**src/rtl/alu_pkg.sv**
```systemverilog
// alu_pkg: opcodes, packed command type and issue FSM states shared by the ALU front-end
package alu_pkg;
    localparam logic [1:0] ALU_OP_ADD = 2'b00;
    localparam logic [1:0] ALU_OP_SUB = 2'b01;
    localparam logic [1:0] ALU_OP_MUL = 2'b10;
    localparam logic [1:0] ALU_OP_AND = 2'b11;
    typedef struct packed {
        logic [1:0] op;
        logic [7:0] a;
        logic [7:0] b;
        logic       cin;
    } alu_cmd_t;
    typedef enum logic [0:0] {
        ST_IDLE = 1'b0,
        ST_EXEC = 1'b1
    } alu_state_t;
endpackage

```
**src/rtl/alu_cmd_fifo.sv**
```systemverilog
// alu_cmd_fifo: synchronous FIFO of alu_cmd_t, head visible on dout without a read cycle
// Ports: clk, rst_n (async active-low); push/din write side; pop/dout read side; full, empty status
module alu_cmd_fifo
    import alu_pkg::*;
#(
    parameter int FIFO_DEPTH = 4
) (
    input  logic     clk,
    input  logic     rst_n,
    input  logic     push,
    input  alu_cmd_t din,
    input  logic     pop,
    output alu_cmd_t dout,
    output logic     full,
    output logic     empty
);
    localparam int AW = $clog2(FIFO_DEPTH);
    alu_cmd_t      mem [FIFO_DEPTH];
    logic [AW-1:0] wr_ptr, rd_ptr;
    logic [AW:0]   count;
    logic          do_push, do_pop;
    assign full    = count == (AW+1)'(FIFO_DEPTH);
    assign empty   = count == '0;
    assign do_push = push & ~full;
    assign do_pop  = pop & ~empty;
    assign dout    = mem[rd_ptr];
    always_ff @(posedge clk) begin
        if (do_push) mem[wr_ptr] <= din;
    end
    // pointers wrap naturally because FIFO_DEPTH is a power of two
    always_ff @(posedge clk or negedge rst_n) begin
        if (!rst_n) begin
            wr_ptr <= '0;
            rd_ptr <= '0;
            count  <= '0;
        end else begin
            wr_ptr <= wr_ptr + AW'(do_push);
            rd_ptr <= rd_ptr + AW'(do_pop);
            count  <= count + (AW+1)'(do_push) - (AW+1)'(do_pop);
        end
    end
endmodule

```
**src/rtl/alu_issue_ctrl.sv**
```systemverilog
// alu_issue_ctrl: buffers ALU commands, issues one per cycle and holds results behind a valid/ready port
// Ports: clk, rst_n (async active-low); cmd_* command handshake in; alu_* issued operands out,
//        alu_result/alu_cout back from the ALU; res_* held result handshake out.
// Option: ALU_ISSUE_ZERO_FLAG_EN adds res_zero, captured as (alu_result == 0) alongside res_data.
module alu_issue_ctrl
    import alu_pkg::*;
#(
    parameter int FIFO_DEPTH = 4
) (
    input  logic        clk,
    input  logic        rst_n,
    input  logic        cmd_valid,
    output logic        cmd_ready,
    input  logic [1:0]  cmd_op,
    input  logic [7:0]  cmd_a,
    input  logic [7:0]  cmd_b,
    input  logic        cmd_cin,
    output logic [1:0]  alu_sel,
    output logic [3:0]  alu_a4,
    output logic [3:0]  alu_b4,
    output logic [5:0]  alu_a6,
    output logic [5:0]  alu_b6,
    output logic [7:0]  alu_a8,
    output logic [7:0]  alu_b8,
    output logic        alu_cin,
    input  logic [11:0] alu_result,
    input  logic        alu_cout,
    output logic        res_valid,
    input  logic        res_ready,
    output logic [11:0] res_data,
    output logic        res_cout,
`ifdef ALU_ISSUE_ZERO_FLAG_EN
    output logic        res_zero,
`endif
    output logic [1:0]  res_op
);
    alu_state_t state;
    alu_cmd_t   head, iss;
    logic       full, empty, capture, pop;
    alu_cmd_fifo #(.FIFO_DEPTH(FIFO_DEPTH)) u_fifo (
        .clk   (clk),
        .rst_n (rst_n),
        .push  (cmd_valid),
        .din   ({cmd_op, cmd_a, cmd_b, cmd_cin}),
        .pop   (pop),
        .dout  (head),
        .full  (full),
        .empty (empty)
    );
    assign cmd_ready = ~full;
    // capture may reuse the output slot on the same edge the consumer drains it
    assign capture = state == ST_EXEC && (!res_valid || res_ready);
    assign pop     = !empty && (state == ST_IDLE || capture);
    always_ff @(posedge clk or negedge rst_n) begin
        if (!rst_n) begin
            state <= ST_IDLE;
            iss   <= '0;
        end else begin
            state <= pop ? ST_EXEC : capture ? ST_IDLE : state;
            if (pop) iss <= head;
        end
    end
    always_ff @(posedge clk or negedge rst_n) begin
        if (!rst_n) begin
            res_valid <= 1'b0;
            res_data  <= '0;
            res_cout  <= 1'b0;
            res_op    <= '0;
`ifdef ALU_ISSUE_ZERO_FLAG_EN
            res_zero  <= 1'b0;
`endif
        end else begin
            res_valid <= capture | (res_valid & ~res_ready);
            if (capture) begin
                res_data <= alu_result;
                res_cout <= alu_cout;
                res_op   <= iss.op;
`ifdef ALU_ISSUE_ZERO_FLAG_EN
                res_zero <= alu_result == '0;
`endif
            end
        end
    end
    // ALU operands come straight from the issue register, so they hold while idle
    assign alu_sel = iss.op;
    assign alu_a4  = iss.a[3:0];
    assign alu_b4  = iss.b[3:0];
    assign alu_a6  = iss.a[5:0];
    assign alu_b6  = iss.b[5:0];
    assign alu_a8  = iss.a;
    assign alu_b8  = iss.b;
    assign alu_cin = iss.cin;
endmodule

```
**config.mk**
```make
export PLATFORM = sky130hd
export DESIGN_NAME = alu_issue_ctrl
export DESIGN_NICKNAME = d
export VERILOG_FILES = /design/src/rtl/alu_pkg.sv /design/src/rtl/alu_cmd_fifo.sv /design/src/rtl/alu_issue_ctrl.sv
export SDC_FILE = /design/constraint.sdc
export NUM_CORES = 1
export LEC_CHECK = 0
export ABC_AREA = 1
export BUFFER_PORTS_ARGS = -buffer_cell sky130_fd_sc_hd__buf_2
export CORE_ASPECT_RATIO = 0.6
export CORE_MARGIN = 5
export CORE_UTILIZATION = 55
export DETAILED_ROUTE_END_ITERATION = 16
export PLACE_DENSITY = 0.79
export SLEW_MARGIN = 40
export SYNTH_ARGS = -nofsm -noshare
export SYNTH_HDL_FRONTEND = slang
export SYNTH_HIERARCHICAL = 1
export SYNTH_SLANG_ARGS = --single-unit
```
**constraint.sdc**
```tcl
create_clock -name clk -period 2.5 [get_ports clk]
set_clock_uncertainty 0.15 [all_clocks]
set_input_delay 0.5 -clock clk [delete_from_list [all_inputs] [get_ports clk]]
set_output_delay 0.5 -clock clk [all_outputs]
set_load 0.1 [all_outputs]
```
==> flow_metrics.env, run 1 <==
export IMPL_fp_row_count=26
export IMPL_wl_met3_um=1030
export IMPL_vias=3291
export IMPL_drt_total_wl_um=10100
export IMPL_num_antenna_cells=0
export IMPL_clkLatencyLatePin_ps=410
export IMPL_rsz0062_at_grt="false"
export IMPL_die_w_um=132
export IMPL_cp_end_kind="register"
export IMPL_syn_nets=468
export IMPL_cts_buffers=17
export IMPL_synth_commonest_cells="nand2_1, edfxtp_1, nor2_1, dfrtp_1, nand3_1"
export IMPL_crit_top_cell="nand2_1"
export IMPL_crit_buf_inv=3
export IMPL_arrival_ps=2470
export IMPL_synth_area_mm2=0.00489
export IMPL_min_path_type="in -> reg"
export IMPL_top_layer="met4"
export IMPL_setup_tns_ps=0
export IMPL_grt_pass1_wl_um=16400
export IMPL_io_buffers=91
export IMPL_worstPathMaxFanout=4
export IMPL_drt_met1_wl_um=4620
export IMPL_path_clk_slew_ps=50
export IMPL_gp_congestion=0.835
export IMPL_nNetsFinal=546
export IMPL_chipHeight_um=83.1
export IMPL_cp_top_family="adder cells"
export IMPL_initial_core_util=0.570
export IMPL_slew_headroom=0.581
export IMPL_via_per_inst=5.21
export IMPL_multi_input_area_mm2=0.00116
export IMPL_drc_errors=0
export IMPL_min_period_over_period=0.931
export IMPL_synth_seq_area_share=0.686
export IMPL_cts_sinks=119
export IMPL_antenna_found_initial=0
export IMPL_final_max_slew_viol_count=0
export IMPL_fmax_mhz=430
export IMPL_worst_pin_slew_ps=628
export IMPL_synth_async_reset_ratio=0.361
export IMPL_overflow=0
export IMPL_synth_ff_type="edfxtp_1"
export IMPL_wire_per_inst_um=16.0
export IMPL_regArea_mm2=0.00336
export IMPL_synth_distinct_cells=23
export IMPL_timing_critical_path_from_type="register"
export IMPL_cts_max_level=4
export IMPL_syn_area_per_cell_um2=11.4
export IMPL_synth_most_common_cell="nand2_1"
export IMPL_syn_inst=429
export IMPL_final_hold_viol_count=0
export IMPL_nFillCells=626
export IMPL_grt_usage=0.193
export IMPL_synth_edf_count=76
export IMPL_ant_nets=0
export IMPL_clock_root_buffer="clkbuf_16"
export IMPL_synthTopCellsByArea="edfxtp_1, dfrtp_1, nand2_1, nor2_1, buf_4"
export IMPL_grt_pass1_vias=3171
export IMPL_crit_chain="nor2_2 -> nand2_1 -> inv_1 -> inv_2 -> nand2_2 -> inv_1 -> a21boi_1 -> nand2_1 -> nand2_1 -> ha_1 -> fa_1 -> xnor2_1"
export IMPL_coreArea_mm2=0.00859
export IMPL_drt_iter0_markers=294
export IMPL_io_pins=92
export IMPL_first_pass_iters=5
export IMPL_clockBufferDepth=2
export IMPL_critical_path_slowest_cell="dfrtp_2"
export IMPL_worstPathRequired_ps=2640
export IMPL_area_delta_synth_final_pct=18.5
export IMPL_ys_warn_count=6
export IMPL_drv_cap=0
export IMPL_status="complete, no violations"
export IMPL_setup_violations=0
export IMPL_wl_met2_um=4360
export IMPL_finalCriticalPeriod_ps=2330
export IMPL_yosysTopAreaCell="edfxtp_1"
export IMPL_grt_max_degree=44
export IMPL_ys_ff_latch=119
export IMPL_cts_tree="yes"
export IMPL_worstSetupPathType="reg -> reg"
export IMPL_slowest_delay_ps=450
export IMPL_drive_gt1_frac=0.265
export IMPL_dieArea_mm2=0.0109
export IMPL_synth_top_area_frac=0.466
export IMPL_place_hpwl_um=6390
-- registers in the layout, indices dropped and copies added (netlist names), 2 cells and up --
signal         flops
res_op             2
u_fifo/mem        76
u_fifo/wr_ptr      2
alu_sel            2
res_data          12
u_fifo/count       3
alu_b8             8
u_fifo/rd_ptr      2
alu_a8             8
-- what timing repair did --
item,CTS,global route
hold buffers,1,0
endpoints found under the setup margin,0,2
gates resized for setup,0,3
buffers inserted,0,0
hold endpoints to repair,43,0
-- logic make-up (layout without fill, tap and decap cells) --
| family | after synthesis | count (layout) | share of synthesized area |
|---|---|---|---|
| flops | 119 | 119 | 0.686 |
| fa+ha+maj | 3 | 3 | 0.00920 |
| buf+inv | 55 | 146 | 0.0762 |
| xor+xnor | 2 | 2 | 0.00358 |
| compound gates | 60 | 60 | 0.0632 |
| simple gates | 190 | 190 | 0.162 |
-- routing by layer --
| metal | up-vias | global-route usage |
|---|---|---|
| li1 | 1586 | - |
| met1 | 1544 | 0.268 |
| met2 | 151 | 0.271 |
| met3 | 10 | 0.0857 |
| met4 | 0 | 0.0682 |
| met5 | - | 0 |
-- worst reg2reg max path: stages (launching register included) --
cell and delay [ps]:
dfrtp_2 450, nor2_2 130, nand2_1 120, inv_1 100
inv_2 50, nand2_2 60, inv_1 70, a21boi_1 140
nand2_1 120, nand2_1 80, ha_1 210, fa_1 390
xnor2_1 140
-- cells in the final DEF, fill, tap and decap left out --
cell	instances
clkinv_2	6
nand3_1	35
o21ai_2	1
nor2_1	62
a21boi_1	1
xor2_1	1
nand2_2	1
nor2_2	1
inv_1	9
nand4_1	1
clkbuf_16	17
a21boi_0	1
buf_2	90
nand2_1	87
o21ai_0	33
clkbuf_1	3
o21ai_1	24
nand3_4	1
ha_1	2
xnor2_1	1
inv_2	3
dfrtp_1	41
bufinv_16	2
clkinv_1	3
dlygate4sd3_1	1
fa_1	1
clkinv_4	1
dfrtp_2	2
nand2_4	2
edfxtp_1	76
buf_4	11
-- metrics by stage --
stage / setup WS [ps] / cell area, um^2 / instances / utilization / hold WS, ps
finish: 173 / 5800 / 632 / 0.675 / 152
global route: 17.0 / 5800 / 632 / 0.675 / 139
CTS: 118 / 5800 / 632 / 0.675 / 138
detailed placement: 187 / 5240 / 599 / 0.610 / 305
global placement: 283 / 5240 / 599 / 0.610 / 298
floorplan: 144 / 4890 / 429 / - / 54.4
-- final cells by class --
class | count | share of cell area
Clock buffer | 20 | 0.0753
Clock inverter | 12 | 0.0190
Multi-Input combinational cell | 255 | 0.201
Sequential cell | 119 | 0.579
Inverter | 12 | 0.00777
Timing Repair Buffer | 102 | 0.0936
Tap cell | 112 | 0.0242
-- final timing paths --
check / end / slack [ps] / from / cells past startpoint
hold / removal: u_fifo/mem[1][12] / 150 / cmd_a[3] / 1
setup reg to reg: u_fifo/count[2] / 170 / u_fifo/count[0] / 12
setup / recovery: u_fifo/count[2] / 170 / u_fifo/count[0] / 12
max in group asynchronous: u_fifo/count[0] / 1310 / rst_n / 2
min in group asynchronous: alu_a8[1] / 480 / rst_n / 2
hold reg to reg: res_data[5] / 310 / res_data[5] / 2
Power of run 1 is not shown: default switching activity piles up to over one toggle a cycle in this logic, so the estimate is an artifact.
==> inputs of run 2 (changes only) <==
--- a/config.mk
+++ b/config.mk
@@ -5,13 +5,12 @@
 export SDC_FILE = /design/constraint.sdc
 export NUM_CORES = 1
 export LEC_CHECK = 0
-export ABC_AREA = 1
 export BUFFER_PORTS_ARGS = -buffer_cell sky130_fd_sc_hd__buf_2
 export CORE_ASPECT_RATIO = 0.6
 export CORE_MARGIN = 5
 export CORE_UTILIZATION = 55
 export DETAILED_ROUTE_END_ITERATION = 16
-export PLACE_DENSITY = 0.79
+export PLACE_DENSITY = 0.8
 export SLEW_MARGIN = 40
 export SYNTH_ARGS = -nofsm -noshare
 export SYNTH_HDL_FRONTEND = slang
==> flow_metrics.env, run 2 <==
export IMPL_status="complete, no violations"
export IMPL_min_period_over_period=0.957
export IMPL_slowest_delay_ps=460
export IMPL_finalCriticalPeriod_ps=2390
export IMPL_largestRegisters="u_fifo/mem: 76 flops, res_data: 12 flops"
export IMPL_arrival_ps=2560
export IMPL_final_hold_viol_count=0
export IMPL_critical_path_slowest_cell="dfrtp_1"
export IMPL_synth_top_area_frac=0.484
export IMPL_final_cell_mix="buf_2, edfxtp_1, dfrtp_1"
export IMPL_cts_tree="yes"
export IMPL_worstSetupPathType="reg -> reg"
export IMPL_crit_chain="nor3_2 -> o21ba_4 -> mux2i_1 -> a221oi_1 -> ha_1 -> fa_1 -> xnor2_1 -> xnor2_1"
export IMPL_coreArea_mm2=0.00843
export IMPL_synthTopCellsByArea="edfxtp_1, dfrtp_1, mux4_2, mux2_4, mux2_2"
export IMPL_grt_pass1_vias=2521
export IMPL_cts_sinks=119
export IMPL_timing_critical_path_from_type="register"
export IMPL_clockBufferDepth=2
export IMPL_worst_pin_slew_ps=691
export IMPL_nFillCells=543
export IMPL_clkLatencyLatePin_ps=410
export IMPL_chipHeight_um=81.8
export IMPL_die_w_um=130
export IMPL_top_layer="met4"
export IMPL_drc_errors=0
export IMPL_wl_met2_um=3970
export IMPL_drt_iter0_markers=110
export IMPL_initial_core_util=0.560
export IMPL_syn_nets=269
export IMPL_grt_pass1_wl_um=13600
export IMPL_worstPathRequired_ps=2670
export IMPL_final_max_slew_viol_count=0
export IMPL_cp_end_kind="register"
export IMPL_nNetsFinal=366
export IMPL_stdcell_area_mm2=0.00588
export IMPL_ant_nets=0
export IMPL_top_register="u_fifo/mem"
export IMPL_final_util=0.698
export IMPL_final_common_cell="buf_2"
export IMPL_dieArea_mm2=0.0106
export IMPL_first_pass_iters=4
export IMPL_drive_gt1_frac=0.571
export IMPL_worstPathMaxFanout=7
export IMPL_syn_inst=230
export IMPL_synth_most_common_cell="edfxtp_1"
export IMPL_cts_max_level=4
export IMPL_synth_async_reset_ratio=0.361
export IMPL_drt_total_wl_um=8570
export IMPL_cts_setup_buffers=0
export IMPL_fp_row_count=26
export IMPL_yosysTopAreaCell="edfxtp_1"
export IMPL_synth_ff_type="edfxtp_1"
export IMPL_cts_buffers=17
export IMPL_wl_met3_um=751
export IMPL_wire_per_inst_um=19.0
export IMPL_synth_distinct_cells=31
export IMPL_synth_edf_count=76
export IMPL_area_delta_synth_final_pct=24.5
export IMPL_ys_warn_count=6
export IMPL_num_antenna_cells=0
export IMPL_ys_ff_latch=119
export IMPL_placed_cell_area_mm2=0.00525
export IMPL_setup_violations=0
export IMPL_grt_usage=0.180
export IMPL_syn_area_per_cell_um2=20.5
export IMPL_antenna_found_initial=0
export IMPL_drv_cap=0
export IMPL_crit_top_cell="xnor2_1"
export IMPL_via_per_inst=5.30
export IMPL_io_buffers=91
export IMPL_slew_headroom=0.540
export IMPL_clock_root_buffer="clkbuf_16"
export IMPL_path_clk_slew_ps=50
export IMPL_synth_commonest_cells="edfxtp_1, dfrtp_1, buf_4, mux2_4, mux4_2"
export IMPL_io_pins=92
export IMPL_cp_top_family="adder cells"
export IMPL_gp_congestion=0.725
export IMPL_vias=2395
export IMPL_grt_max_degree=31
export IMPL_reg2reg_slack_ps=110
export IMPL_overflow=0
export IMPL_place_hpwl_um=5450
export IMPL_setup_tns_ps=0
export IMPL_min_path_type="in -> reg"
export IMPL_largest_register_ffs=76
export IMPL_crit_buf_inv=0
export IMPL_drt_met1_wl_um=3740
export IMPL_synth_area_mm2=0.00472
export IMPL_fmax_mhz=418
export IMPL_synth_seq_area_share=0.712
[run 2: cell type report]
cell class                 count  area, um^2  share of cell area
sequential                   119        3360               0.572
timing repair buffer         105         563              0.0958
inverter                       3        11.3             0.00192
clock buffer                  22         464              0.0790
clock inverter                10         151              0.0258
multi-input combinational     81        1190               0.202
tap                          112         140              0.0238
[run 2: repair_timing]
action	in CTS	in global routing
endpoints found under the setup margin	0	2
hold buffers	1	0
gates resized for setup	0	1
hold endpoints to repair	29	0
[run 2: path summary, 6_finish.rpt]
check                                      from                to  cells past startpoint
worst max-delay path            u_fifo/count[0]   u_fifo/count[2]                      8
max in group asynchronous                 rst_n         alu_a8[4]                      3
min in group asynchronous                 rst_n         res_op[0]                      2
worst min register to register      res_data[1]       res_data[1]                      1
worst max register to register  u_fifo/count[0]   u_fifo/count[2]                      8
worst min-delay path                   cmd_b[1]  u_fifo/mem[1][2]                      1
[run 2: metal layers]
layer	vias to the layer above	track usage
li1	1071	-
met1	1220	0.227
met2	90	0.276
met3	14	0.0734
met4	0	0.0851
met5	-	0
[run 2: cell families (layout without fill, tap and decap cells)]
kind of cell / after synthesis / after routing / share of synthesized area
muxes: 54 / 54 / 0.189
and+or+nand+nor: 13 / 13 / 0.0217
xor gates and xnor gates: 5 / 5 / 0.00928
adders and majority gates: 3 / 3 / 0.00954
DFF: 119 / 119 / 0.712
AOI/OAI and AO/OA: 6 / 6 / 0.0114
buffers and inverters: 30 / 140 / 0.0475
[run 2: through the flow]
step | worst slack (ps) | hold slack (ps) | std cells
global placement | 217 | 331 | 419
finish | 108 | 158 | 452
detailed placement | 105 | 339 | 419
floorplan | -668 | 54.4 | 230
global route | -16.1 | 147 | 452
CTS | 32.0 | 134 | 452
Power of run 2 is left out for the same reason.
==> inputs of run 3 (changes only) <==
--- a/config.mk
+++ b/config.mk
@@ -8,11 +8,10 @@
 export BUFFER_PORTS_ARGS = -buffer_cell sky130_fd_sc_hd__buf_2
 export CORE_ASPECT_RATIO = 0.6
 export CORE_MARGIN = 5
-export CORE_UTILIZATION = 55
+export CORE_UTILIZATION = 54
 export DETAILED_ROUTE_END_ITERATION = 16
-export PLACE_DENSITY = 0.8
+export PLACE_DENSITY = 0.78
 export SLEW_MARGIN = 40
 export SYNTH_ARGS = -nofsm -noshare
 export SYNTH_HDL_FRONTEND = slang
-export SYNTH_HIERARCHICAL = 1
 export SYNTH_SLANG_ARGS = --single-unit
==> flow_metrics.env, run 3 <==
export IMPL_chipHeight_um=81.9
export IMPL_wire_per_inst_um=17.5
export IMPL_synth_top_area_frac=0.491
export IMPL_grt_pass1_vias=2366
export IMPL_antenna_found_initial=0
export IMPL_final_util=0.684
export IMPL_syn_nets=268
export IMPL_stdcell_area_mm2=0.00579
export IMPL_worstPathRequired_ps=2670
export IMPL_first_pass_iters=4
export IMPL_clkLatencyLatePin_ps=400
export IMPL_cts_max_level=4
export IMPL_setup_violations=0
export IMPL_cts_buffers=17
export IMPL_syn_inst=227
export IMPL_final_hold_viol_count=0
export IMPL_ys_warn_count=0
export IMPL_rsz0062_at_grt="false"
export IMPL_yosysTopAreaCell="edfxtp_1"
export IMPL_cp_end_kind="register"
export IMPL_largest_register_ffs=76
export IMPL_overflow=0
export IMPL_whs_ps=163
export IMPL_fmax_mhz=422
export IMPL_synthTopCellsByArea="edfxtp_1, dfrtp_1, mux2_2, mux4_1, mux4_2"
export IMPL_pre_cts_ws_ps=65.9
export IMPL_ys_ff_latch=119
export IMPL_synth_async_reset_ratio=0.361
export IMPL_via_per_inst=5.13
export IMPL_slew_headroom=0.569
export IMPL_placed_cell_area_mm2=0.00520
export IMPL_top_register="u_fifo.mem"
export IMPL_worstPathMaxFanout=4
export IMPL_clock_root_buffer="clkbuf_16"
export IMPL_num_antenna_cells=0
export IMPL_synth_area_mm2=0.00465
export IMPL_final_max_slew_viol_count=0
export IMPL_drt_iter0_markers=114
export IMPL_largestRegisters="u_fifo.mem: 76 flops, res_data: 12 flops"
export IMPL_initial_core_util=0.549
export IMPL_dieArea_mm2=0.0106
export IMPL_vias=2299
export IMPL_drc_errors=0
export IMPL_final_common_cell="buf_2"
export IMPL_drv_cap=0
export IMPL_worst_pin_slew_ps=645
export IMPL_coreArea_mm2=0.00846
export IMPL_cts_tree="yes"
export IMPL_drt_total_wl_um=7860
export IMPL_worstSetupPathType="reg -> reg"
export IMPL_regArea_mm2=0.00336
export IMPL_nFillCells=564
export IMPL_finalCriticalPeriod_ps=2370
export IMPL_arrival_ps=2540
export IMPL_gp_congestion=0.752
export IMPL_cts_sinks=119
export IMPL_cts_setup_buffers=0
export IMPL_grt_max_degree=33
export IMPL_synth_ff_type="edfxtp_1"
export IMPL_syn_area_per_cell_um2=20.5
export IMPL_nNetsFinal=364
export IMPL_min_path_type="in -> reg"
export IMPL_io_pins=92
export IMPL_io_buffers=91
export IMPL_synth_edf_count=76
export IMPL_multi_input_area_mm2=0.00113
export IMPL_min_period_over_period=0.947
export IMPL_place_hpwl_um=5350
export IMPL_area_delta_synth_final_pct=24.6
export IMPL_path_clk_slew_ps=50
export IMPL_fp_row_count=26
export IMPL_ant_nets=0
export IMPL_synth_distinct_cells=24
export IMPL_drive_gt1_frac=0.536
export IMPL_worst_slack_ps=132
export IMPL_synth_most_common_cell="edfxtp_1"
export IMPL_timing_critical_path_from_type="register"
export IMPL_grt_pass1_wl_um=12200
export IMPL_final_cell_mix="buf_2, edfxtp_1, dfrtp_1"
export IMPL_clockBufferDepth=2
export IMPL_die_w_um=130
export IMPL_status="complete, no violations"
export IMPL_synth_commonest_cells="edfxtp_1, dfrtp_1, mux2_2, buf_4"
export IMPL_grt_usage=0.161
export IMPL_synth_seq_area_share=0.723
run 3: cell type report:
class                           instances  area share
Clock buffer                           27      0.0852
Clock inverter                          5     0.00843
Inverter                                5     0.00324
Multi-Input combinational cell         76       0.195
Sequential cell                       119       0.581
Tap cell                              112      0.0242
Timing Repair Buffer                  104       0.103
run 3: repair_timing:
action | in CTS | in global routing
hold endpoints to repair | 0 | 13
endpoints found under the setup margin | 0 | 1
resized for setup | 0 | 2
hold buffers | 0 | 1
run 3: metal layers:
layer,vias up,wire [um],GRT usage
met4,0,109,0.0934
met2,67,3890,0.249
li1,1064,-,-
met5,-,0,0
met1,1157,3350,0.205
met3,11,514,0.0500
run 3: path summary, 6_finish.rpt:
check                                     start          endpoint  slack (ps)  cells after the start
worst max-delay path            u_fifo.count[1]   u_fifo.count[2]         130                      8
worst min-delay path                   cmd_b[2]  u_fifo.mem[1][3]         160                      1
worst max register to register  u_fifo.count[1]   u_fifo.count[2]         130                      8
worst min register to register      res_data[7]       res_data[7]         350                      1
max in group asynchronous                 rst_n         alu_a8[4]        1150                      4
min in group asynchronous                 rst_n        alu_sel[1]         390                      2
run 3: cell families after synthesis:
kind of cell,count (synthesis),synth area share
and+or+nand+nor,13,0.0159
DFF,119,0.723
AOI/OAI and AO/OA,1,0.00108
muxes,53,0.190
buffers and inverters,32,0.0479
xor gates and xnor gates,4,0.00754
adders and majority gates,5,0.0151
run 3: critical path, stage by stage, from the launching register on:
cell and delay (ps):
dfrtp_1 450, or3b_2 500, nand2_1 280, inv_1 150, ha_1 220, inv_1 70
fa_1 180, xnor2_1 140, xnor2_1 140
run 3: stage by stage:
step	setup TNS [ps]	instances
finish	0	448
global route	0	448
global placement	0	408
CTS	0	446
detailed placement	0	414
floorplan	-4310	227
Power of run 3 is left out for the same reason.
